## src/rtl/pulse_monitor_if.sv

```systemverilog
// Pulse monitor signal bundle: strobe/clear inputs and all status outputs.
// The master side drives pulse_i/clear_i; the slave side is the monitor itself.
interface pulse_monitor_if #(
    parameter int EXPECTED_PERIOD = 10,
    parameter int TOLERANCE       = 1
);
    localparam int CNT_BITS = $clog2(EXPECTED_PERIOD + TOLERANCE + 2);

    logic                pulse_i;
    logic                clear_i;
    logic                locked_o;
    logic                early_o;
    logic                missing_o;
    logic [CNT_BITS-1:0] period_o;
    logic                period_valid_o;
    logic [7:0]          error_count_o;

    modport master (
        output pulse_i, clear_i,
        input  locked_o, early_o, missing_o, period_o, period_valid_o, error_count_o
    );

    modport slave (
        input  pulse_i, clear_i,
        output locked_o, early_o, missing_o, period_o, period_valid_o, error_count_o
    );
endinterface

```

## src/rtl/pulse_monitor.sv

```systemverilog
// Pulse monitor: measures the interval between strobes on pulse_i, checks it
// against EXPECTED_PERIOD +/- TOLERANCE, and locks after LOCK_COUNT
// consecutive good intervals. Early and missing strobes are flagged.
// Optional feature macro: PULSE_MONITOR_ERRCNT_EN builds the 8-bit saturating
// error counter; without it error_count_o is tied to zero.
module pulse_monitor #(
    parameter int EXPECTED_PERIOD = 10,
    parameter int TOLERANCE       = 1,
    parameter int LOCK_COUNT      = 4
) (
    input  logic           clock,
    input  logic           reset_n,
    pulse_monitor_if.slave mon
);
    localparam int CNT_BITS  = $clog2(EXPECTED_PERIOD + TOLERANCE + 2);
    localparam int GOOD_BITS = $clog2(LOCK_COUNT + 1);

    // Shortest good interval, last cycle of the window, and counter ceiling.
    localparam logic [CNT_BITS-1:0]  WIN_LO      = CNT_BITS'(EXPECTED_PERIOD - TOLERANCE);
    localparam logic [CNT_BITS-1:0]  WIN_LAST    = CNT_BITS'(EXPECTED_PERIOD + TOLERANCE);
    localparam logic [CNT_BITS-1:0]  CNT_MAX     = '1;
    localparam logic [GOOD_BITS-1:0] GOOD_TARGET = GOOD_BITS'(LOCK_COUNT);

    typedef enum logic [1:0] {
        HUNT   = 2'd0,
        TRACK  = 2'd1,
        LOCKED = 2'd2
    } state_t;

    state_t               state_q, state_d;
    logic [CNT_BITS-1:0]  cnt_q, cnt_d;
    logic [GOOD_BITS-1:0] good_q, good_d;
    logic [GOOD_BITS-1:0] good_inc;
    logic [CNT_BITS-1:0]  period_q, period_d;
    logic                 locked_q, locked_d;
    logic                 early_q, early_d;
    logic                 missing_q, missing_d;
    logic                 pv_q, pv_d;

    assign good_inc = good_q + 1'b1;

    // Next-state, interval measurement and strobe decode.
    always_comb begin
        state_d   = state_q;
        cnt_d     = (cnt_q == CNT_MAX) ? cnt_q : cnt_q + 1'b1;
        good_d    = good_q;
        period_d  = period_q;
        early_d   = 1'b0;
        missing_d = 1'b0;
        pv_d      = 1'b0;

        if (mon.clear_i) begin
            // Clear wins over a coincident strobe; the last period is kept.
            state_d = HUNT;
            cnt_d   = '0;
            good_d  = '0;
        end else begin
            case (state_q)
                HUNT: begin
                    // First event only establishes a reference; nothing is measured.
                    if (mon.pulse_i) begin
                        state_d = TRACK;
                        cnt_d   = CNT_BITS'(1);
                        good_d  = '0;
                    end
                end
                TRACK, LOCKED: begin
                    if (mon.pulse_i) begin
                        period_d = cnt_q;
                        pv_d     = 1'b1;
                        cnt_d    = CNT_BITS'(1);
                        if (cnt_q < WIN_LO) begin
                            // Early: this event becomes the new reference.
                            early_d = 1'b1;
                            state_d = TRACK;
                            good_d  = '0;
                        end else if (state_q == TRACK) begin
                            good_d = good_inc;
                            if (good_inc == GOOD_TARGET) begin
                                state_d = LOCKED;
                            end
                        end
                    end else if (cnt_q == WIN_LAST) begin
                        // Window closes this edge with no event: the counter
                        // would reach EXPECTED_PERIOD+TOLERANCE+1.
                        missing_d = 1'b1;
                        state_d   = HUNT;
                        good_d    = '0;
                    end
                end
                default: begin
                    state_d = HUNT;
                    good_d  = '0;
                end
            endcase
        end

        locked_d = (state_d == LOCKED);
    end

    // State, counter and registered outputs.
    always_ff @(posedge clock or negedge reset_n) begin
        if (!reset_n) begin
            state_q   <= HUNT;
            cnt_q     <= '0;
            good_q    <= '0;
            period_q  <= '0;
            locked_q  <= 1'b0;
            early_q   <= 1'b0;
            missing_q <= 1'b0;
            pv_q      <= 1'b0;
        end else begin
            state_q   <= state_d;
            cnt_q     <= cnt_d;
            good_q    <= good_d;
            period_q  <= period_d;
            locked_q  <= locked_d;
            early_q   <= early_d;
            missing_q <= missing_d;
            pv_q      <= pv_d;
        end
    end

`ifdef PULSE_MONITOR_ERRCNT_EN
    logic [7:0] err_q, err_d;

    // Early and missing are never raised together, so one increment suffices.
    always_comb begin
        err_d = err_q;
        if (mon.clear_i) begin
            err_d = '0;
        end else if ((early_d || missing_d) && (err_q != 8'hFF)) begin
            err_d = err_q + 1'b1;
        end
    end

    // Saturating error counter register.
    always_ff @(posedge clock or negedge reset_n) begin
        if (!reset_n) begin
            err_q <= '0;
        end else begin
            err_q <= err_d;
        end
    end

    assign mon.error_count_o = err_q;
`else
    assign mon.error_count_o = 8'd0;
`endif

    assign mon.locked_o       = locked_q;
    assign mon.early_o        = early_q;
    assign mon.missing_o      = missing_q;
    assign mon.period_o       = period_q;
    assign mon.period_valid_o = pv_q;

endmodule

```

## src/flat_wrapper.sv

```systemverilog
// flat-port wrapper written by rule: the top's interface ports become plain ports
module pulse_monitor_flat 
#(
    parameter int EXPECTED_PERIOD = 10,
    parameter int TOLERANCE       = 1,
    parameter int LOCK_COUNT      = 4
)
  (clock, reset_n, mon_pulse_i, mon_clear_i, mon_locked_o, mon_early_o, mon_missing_o, mon_period_o, mon_period_valid_o, mon_error_count_o);
  pulse_monitor_if #(.EXPECTED_PERIOD(EXPECTED_PERIOD), .TOLERANCE(TOLERANCE)) mon_i ();
  input  logic clock;
  input  logic reset_n;
  input wire logic [$bits(mon_i.pulse_i)-1:0] mon_pulse_i;
  input wire logic [$bits(mon_i.clear_i)-1:0] mon_clear_i;
  output wire logic [$bits(mon_i.locked_o)-1:0] mon_locked_o;
  output wire logic [$bits(mon_i.early_o)-1:0] mon_early_o;
  output wire logic [$bits(mon_i.missing_o)-1:0] mon_missing_o;
  output wire logic [$bits(mon_i.period_o)-1:0] mon_period_o;
  output wire logic [$bits(mon_i.period_valid_o)-1:0] mon_period_valid_o;
  output wire logic [$bits(mon_i.error_count_o)-1:0] mon_error_count_o;
  assign mon_i.pulse_i = mon_pulse_i;
  assign mon_i.clear_i = mon_clear_i;
  assign mon_locked_o = mon_i.locked_o;
  assign mon_early_o = mon_i.early_o;
  assign mon_missing_o = mon_i.missing_o;
  assign mon_period_o = mon_i.period_o;
  assign mon_period_valid_o = mon_i.period_valid_o;
  assign mon_error_count_o = mon_i.error_count_o;
  pulse_monitor #(.EXPECTED_PERIOD(EXPECTED_PERIOD), .TOLERANCE(TOLERANCE), .LOCK_COUNT(LOCK_COUNT)) u_core (.clock(clock), .reset_n(reset_n), .mon(mon_i));
endmodule
```

## config.mk

```make
export PLATFORM = sky130hd
export DESIGN_NAME = pulse_monitor_flat
export DESIGN_NICKNAME = d
export VERILOG_FILES = /design/src/rtl/pulse_monitor_if.sv /design/src/rtl/pulse_monitor.sv /design/src/flat_wrapper.sv
export SDC_FILE = /design/constraint.sdc
export NUM_CORES = 1
export LEC_CHECK = 0
export ABC_AREA = 1
export CAP_MARGIN = 0
export CORE_UTILIZATION = 49
export DETAILED_ROUTE_END_ITERATION = 7
export PLACE_DENSITY = 0.77
export SLEW_MARGIN = 30
export SYNTH_ARGS = -nofsm -noshare
export SYNTH_HDL_FRONTEND = slang
export SYNTH_SLANG_ARGS = --single-unit
```

## constraint.sdc

```tcl
create_clock -name clock -period 1.9 [get_ports clock]
set_input_delay 0.19 -clock clock [delete_from_list [all_inputs] [get_ports clock]]
set_output_delay 0.19 -clock clock [all_outputs]
set_load 0.02 [all_outputs]
```

==> out/summary.txt, run 1 <==
=================================================================================
Vias after detailed routing                                                   759
First-pass GRT wire length                                                2.84 mm
Starting DRC count in detailed routing                                         13
Worst min-delay path category                                            in2async
Top post-synthesis cells by count                                    nand2_1 (23), dfrtp_1 (17), inv_1 (15), o21ai_0 (10)
Vias per cell                                                                4.96
First-pass DRT Iterations                                                       4
Number of antenna violations at the first check in global routing               0
Routing layer with the top usage in global route                             met2
Total negative slack                                                         0 ns
Post-layout nets                                                              141
Synth async-reset ratio                                                      100%
Mean area per synthesized cell                                          8.60 um^2
Count of cells resized by post-cts repair                                       0
DRC violations left                                                             0
Post-synthesis instance area                                             972 um^2
Width of the die                                                          46.5 um
Placer Congestion                                                           0.822
Max Clk Rate                                                              580 MHz
Filler Cells Inserted                                                         175
Total number of yosys warnings                                                  0
Endpoints failing hold                                                          0
Half-perimeter wire length after placement                                1.41 mm
Source-to-sink clock delay at the later pin of the worst-skew pair        0.30 ns
Cell count after synthesis                                                    113
Dominant cell by count in the synthesized netlist                         nand2_1
Number of failing setup endpoints in the final timing report                    0
Vias in the first global route                                                666
CP Data Required Time                                                     2.09 ns
Die Y-Extent                                                              46.5 um
Top cells by area in the synthesized netlist                         dfrtp_1 (44%), ha_1 (10%), nand2_1 (8.9%)
Maximum vdd ir drop                                                    0.000471 V
Total grt overflow                                                              0
CTS max path bufs                                                               2
Tcrit/Tclk final                                                            90.8%
Total power draw                                                           720 uW
Total routing resource utilization after global routing                     19.8%
Startpoint types                                                        flip-flop
Primary FF master, synth                                                  dfrtp_1
Global routing usage on met1                                                21.7%
Critical Setup Path Class                                                 reg2reg
CTS Buf Count                                                                   3
#FFs+latches synth                                                             17
Static Leak                                                           0.000559 uW
Hold_buf cts                                                                    0
Routing usage on met2                                                       34.4%
Endpoint class of the critical path                                     flip-flop
WP data arrival                                                           1.91 ns
Ports                                                                          20
Final WS setup                                                           0.175 ns
Count of input and output buffers                                              11
Number of synthesized flops with an enable pin                                  0
Sequential share of the synthesized area                                    43.8%
TritonCTS clock tree                                                          yes
Register clock-pin slew on the reported worst setup and hold paths        0.10 ns
Ant. Diodes                                                                     0
Area of the core                                                        1800 um^2
Library cell with the largest summed area after synthesis                 dfrtp_1
Number of H-tree levels                                                         1
Root buf cell                                                            clkbuf_4
Fraction of synthesized cell area taken by the top area cell type           43.8%
Sinks on Clock Net                                                             17
Starting density of the core                                                54.0%
Setup repair after global routing missed its margin                            no
Post-placement setup slack                                               0.194 ns
Finished Cell Area                                                      1110 um^2
Max-capacitance violation count                                                 0
Result of the run                                                    complete, no violations
Average wire per standard cell                                            12.0 um
DP Area                                                                 1090 um^2
Routed Wire Length                                                        1.84 mm
Post-CTS repair timing setup buffer count                                       0
Die Outline Area                                                        2170 um^2
Syn-to-layout area delta                                                    14.5%
Max-slew violation total from the final report                                  0
Maximum net fanout on the critical path                                         6
Pin count of the biggest net entering global routing                           18
Standard-cell row count                                                        15
Setup clock skew after layout                                          0.00271 ns
Synth unique cells                                                             23
Number of nets with antenna violations after detailed routing                   0
Share of post-route cells with drive strength above 1                       7.81%
Power per cell area                                                   646 nW/um^2
Met3 track utilization from global routing                                  4.71%
Clock period minus final worst setup slack                                1.73 ns
=================================================================================
worst paths after layout:
check                                       endpoint  cells past startpoint  slack (ns)                   start
hold reg to reg               u_core.mon.period_o[3]                      2        0.51  u_core.mon.period_o[3]
min in group clock            u_core.mon.period_o[3]                      2        0.51  u_core.mon.period_o[3]
setup reg to reg                    u_core.good_q[2]                      7        0.17       u_core.state_q[0]
hold / removal             u_core.mon.period_valid_o                      2        0.22                 reset_n
setup / recovery                    u_core.good_q[2]                      7        0.17       u_core.state_q[0]
max in group asynchronous            u_core.cnt_q[1]                      2        1.50                 reset_n
layer usage:
metal	vias to the layer above	routed length (um)	share of wire, %
li1	376	-	-
met1	359	812	44
met2	19	927	50
met3	5	59	3.2
met4	0	44	2.4
met5	-	0	0
report_power, final:
part	switching, uW	internal (uW)	total (uW)
Sequential	12.8	378	391
Clock	118	81.9	200
Combinational	82.1	46.9	129
Total	213	507	720
per-stage QoR:
| step | cells | hold WS (ns) | utilization (%) |
|---|---|---|---|
| floorplan | 120 | -0.106 | - |
| global placement | 149 | 0.481 | 60.3 |
| detailed placement | 149 | 0.484 | 60.3 |
| CTS | 153 | 0.217 | 61.8 |
| global route | 153 | 0.224 | 61.8 |
| finish | 153 | 0.219 | 61.8 |
cells in the final DEF (no fill, tap or decap):
cell type        instances
a211oi_1                 1
a21boi_0                 1
a21oi_1                  3
a21oi_4                  1
a31oi_1                  1
buf_4                    1
clkbuf_1                 1
clkbuf_4                 3
clkdlybuf4s50_1         11
conb_1                   8
dfrtp_1                 17
ha_1                     8
inv_1                   15
inv_2                    3
nand2_1                 23
nand3_1                  4
nand3b_1                 1
nand4_1                  1
nor2_1                   8
nor2_4                   1
nor3_1                   1
nor3_4                   1
o21a_1                   2
o21ai_0                 10
or2_1                    1
xor2_1                   1
critical path, cell delays in order (launching register included):
cell	delay, ns
dfrtp_1	0.43
inv_1	0.09
ha_1	0.32
inv_1	0.10
o21ai_0	0.28
nand2_1	0.15
nor2_4	0.15
o21ai_0	0.09
cell type report:
| type | count | area (um^2) | share of cell area (%) |
|---|---|---|---|
| Multi-Input combinational cell | 77 | 445 | 40.0 |
| Clock buffer | 4 | 26.3 | 2.36 |
| Inverter | 18 | 67.6 | 6.07 |
| Tap cell | 25 | 31.3 | 2.81 |
| Sequential cell | 17 | 425 | 38.2 |
| Timing Repair Buffer | 12 | 118 | 10.6 |
registers in the layout (all words and copies together) (netlist names):
name	cells
u_core.mon.period_valid_o	1
u_core.good_q	3
u_core.state_q	2
u_core.mon.period_o	4
u_core.cnt_q	4
u_core.mon.missing_o	1
u_core.mon.locked_o	1
u_core.mon.early_o	1
logic make-up after synthesis:
family,count (synthesis),synth area share [%]
xor gates and xnor gates,1,0.901
AOI/OAI and AO/OA,19,12.1
other,1,0.386
DFF,17,43.8
adders and majority gates,8,10.3
buffers and inverters,26,13.1
and+or+nand+nor,41,19.4
(Power assumes the default switching activity.)
==> inputs of run 2 (changes only) <==
Settings changed: RECOVER_POWER from default to 50, SKIP_LAST_GASP from default to 1.
==> out/summary.txt, run 2 (synthesis gave the netlist of run 1 again) <==
=================================================================================
Result of the run                                                    complete, no violations
Static Leak                                                           0.000555 uW   -0.60%
CP Data Required Time                                                     2.09 ns   about the same
Root buf cell                                                            clkbuf_4
Proportion of total power due to net switching                              29.6%   about the same
Fin Hold WS                                                              0.508 ns   +0.289 ns
Vias after detailed routing                                                   757   -0.26%
Starting density of the core                                                54.0%   unchanged
Maximum net fanout on the critical path                                         6   unchanged
Average wire per standard cell                                            12.0 um   unchanged
Number of failing setup endpoints in the final timing report                    0   unchanged
DP Area                                                                 1090 um^2   unchanged
CTS max path bufs                                                               2   unchanged
Worst min-delay path category                                             reg2reg
Number of nets with antenna violations after detailed routing                   0   unchanged
Number of cells traversed by the worst register-to-register path                7   unchanged
TritonCTS clock tree                                                          yes
Max-capacitance violation count                                                 0   unchanged
WP data arrival                                                           1.92 ns   about the same
Number of H-tree levels                                                         1   unchanged
Ant. Diodes                                                                     0   unchanged
Post-CTS repair timing setup buffer count                                       0   unchanged
Die Outline Area                                                        2170 um^2   unchanged
Count of cells resized by post-cts repair                                       0   unchanged
Total negative slack                                                         0 ns   unchanged
DRC violations left                                                             0   unchanged
CTS Buf Count                                                                   3   unchanged
Tcrit/Tclk final                                                            91.1%   +0.32 points
Width of the die                                                          46.5 um   unchanged
Power per cell area                                                   647 nW/um^2   about the same
Placer Congestion                                                           0.822   unchanged
Max-slew violation total from the final report                                  0   unchanged
Vias in the first global route                                                666   unchanged
Area of the core                                                        1800 um^2   unchanged
Vias per cell                                                                4.95   -0.26%
Sinks on Clock Net                                                             17   unchanged
Clock period minus final worst setup slack                                1.73 ns   +0.00606 ns
Number of antenna violations at the first check in global routing               0   unchanged
Ports                                                                          20   unchanged
Slack of the worst reg-to-reg path                                        0.17 ns   about the same
Standard-cell row count                                                        15   unchanged
Most common cell after layout, fill and taps aside                        nand2_1
Slew headroom                                                               38.8%
First-pass GRT wire length                                                2.84 mm   unchanged
Power Internal                                                             505 uW   -0.28%
Crit Reg-Reg Endpoint                                                u_core.good_q[2]
Startpoint types                                                        flip-flop
Finished Cell Area                                                      1110 um^2   -0.34%
Transition at the pin with the smallest max-transition slack             0.917 ns
First-pass DRT Iterations                                                       4   unchanged
Setup clock skew after layout                                          0.00313 ns   +0.000412 ns
Setup repair after global routing missed its margin                            no
Count of input and output buffers                                              11   unchanged
Max Clk Rate                                                              578 MHz   -0.35%
Syn-to-layout area delta                                                    14.2%
Maximum vdd ir drop                                                    0.000469 V   -0.42%
Net switching power                                                        213 uW   -0.24%
Launching point of the worst reg2reg path                            u_core.state_q[0]
Die Y-Extent                                                              46.5 um   unchanged
Register clock-pin slew on the reported worst setup and hold paths        0.10 ns   about the same
Share of post-route cells with drive strength above 1                       7.03%   -0.78 points
Clock network fraction of total power                                       27.8%   about the same
Starting DRC count in detailed routing                                         13   unchanged
Endpoint class of the critical path                                     flip-flop
Portion of total power attributed to sequential cells                       54.4%   about the same
Hold_buf cts                                                                    0   unchanged
Post-layout nets                                                              141   unchanged
Capture point of the worst path                                      u_core.good_q[2]
Half-perimeter wire length after placement                                1.41 mm   unchanged
Total routing resource utilization after global routing                     19.8%   unchanged
Source-to-sink clock delay at the later pin of the worst-skew pair        0.30 ns   about the same
Pin count of the biggest net entering global routing                           18   unchanged
Endpoints failing hold                                                          0   unchanged
Routed Wire Length                                                        1.84 mm   unchanged
Total grt overflow                                                              0   unchanged
Fraction of the core area covered by cells at the end of the flow           61.6%   -0.21 points
Logic gate share of total power                                             17.8%   about the same
Crit. Startpoint                                                     u_core.state_q[0]
Critical Setup Path Class                                                 reg2reg
Leading cell types in the layout, fill and taps excluded             nand2_1 (23), dfrtp_1 (17), inv_1 (15), o21ai_0 (10), clkdlybuf4s50_1 (10)
=================================================================================
==> run 2: changes by cell type in the layout (fill, tap and decap cells not counted) <==
cell | before | now
clkbuf_1 | 1 | 2
clkdlybuf4s50_1 | 11 | 10
dlygate4sd3_1 | 0 | 1
buf_4 | 1 | 0
==> run 2: worst min path at each step <==
stage                                 from                   endpoint  slack, ns  cells after the start
detailed placement  u_core.mon.period_o[3]     u_core.mon.period_o[3]       0.48                      2
finish              u_core.mon.period_o[3]     u_core.mon.period_o[3]       0.51                      2
floorplan                          reset_n            u_core.cnt_q[0]      -0.11                      0
global placement    u_core.mon.period_o[3]     u_core.mon.period_o[3]       0.48                      2
global route        u_core.mon.period_o[3]     u_core.mon.period_o[3]       0.54                      2
CTS                                reset_n  u_core.mon.period_valid_o       0.22                      2
==> run 2: through the flow <==
step           total power (uW)  worst slack [ns]  instances
3_3_place_gp                520             0.313        149
4_1_cts                     727             0.172        153
5_1_grt                     757            0.0246        153
3_5_place_dp                527             0.194        149
2_1_floorplan               483             0.439        120
6_report                    718             0.168        153
==> run 2: metal layers <==
layer  up-vias  routed length [um]  global-route usage, %  part of all wire [%]
li1        376                   -                      -                     -
met1       353                 801                   21.7                    43
met2        23                 925                   34.4                    50
met3         5                  74                   4.71                   4.0
met4         0                  41                   10.6                   2.2
met5         -                   0                      0                     0
==> run 2: cell type report <==
class / count / area (um^2)
Clock buffer: 4 / 26.3
Fill cell: 177 / 692
Timing Repair Buffer: 12 / 114
Sequential cell: 17 / 425
Inverter: 18 / 67.6
Multi-Input combinational cell: 77 / 445
Tap cell: 25 / 31.3
==> run 2: worst max-delay path, stage by stage (launching register included) <==
cell and delay, ns:
dfrtp_1 0.43, inv_1 0.09, ha_1 0.32, inv_1 0.10, o21ai_0 0.28, nand2_1 0.15
nor2_4 0.15, o21ai_0 0.09
==> run 2: power groups by stage <==
| stage | combinational [uW] | clock (uW) | sequential [uW] |
|---|---|---|---|
| CTS | 130 | 206 | 391 |
| global route | 140 | 224 | 393 |
| finish | 128 | 199 | 391 |
| global placement | 124 | 0 | 396 |
| floorplan | 73.1 | 0 | 410 |
| detailed placement | 129 | 0 | 398 |
==> inputs of run 3 (changes only) <==
Settings changed: CTS_CLUSTER_DIAMETER from default to 120, TNS_END_PERCENT from default to 20.
==> results of run 3 <==
The final DEF is identical to that of run 2; final timing and power are the same.
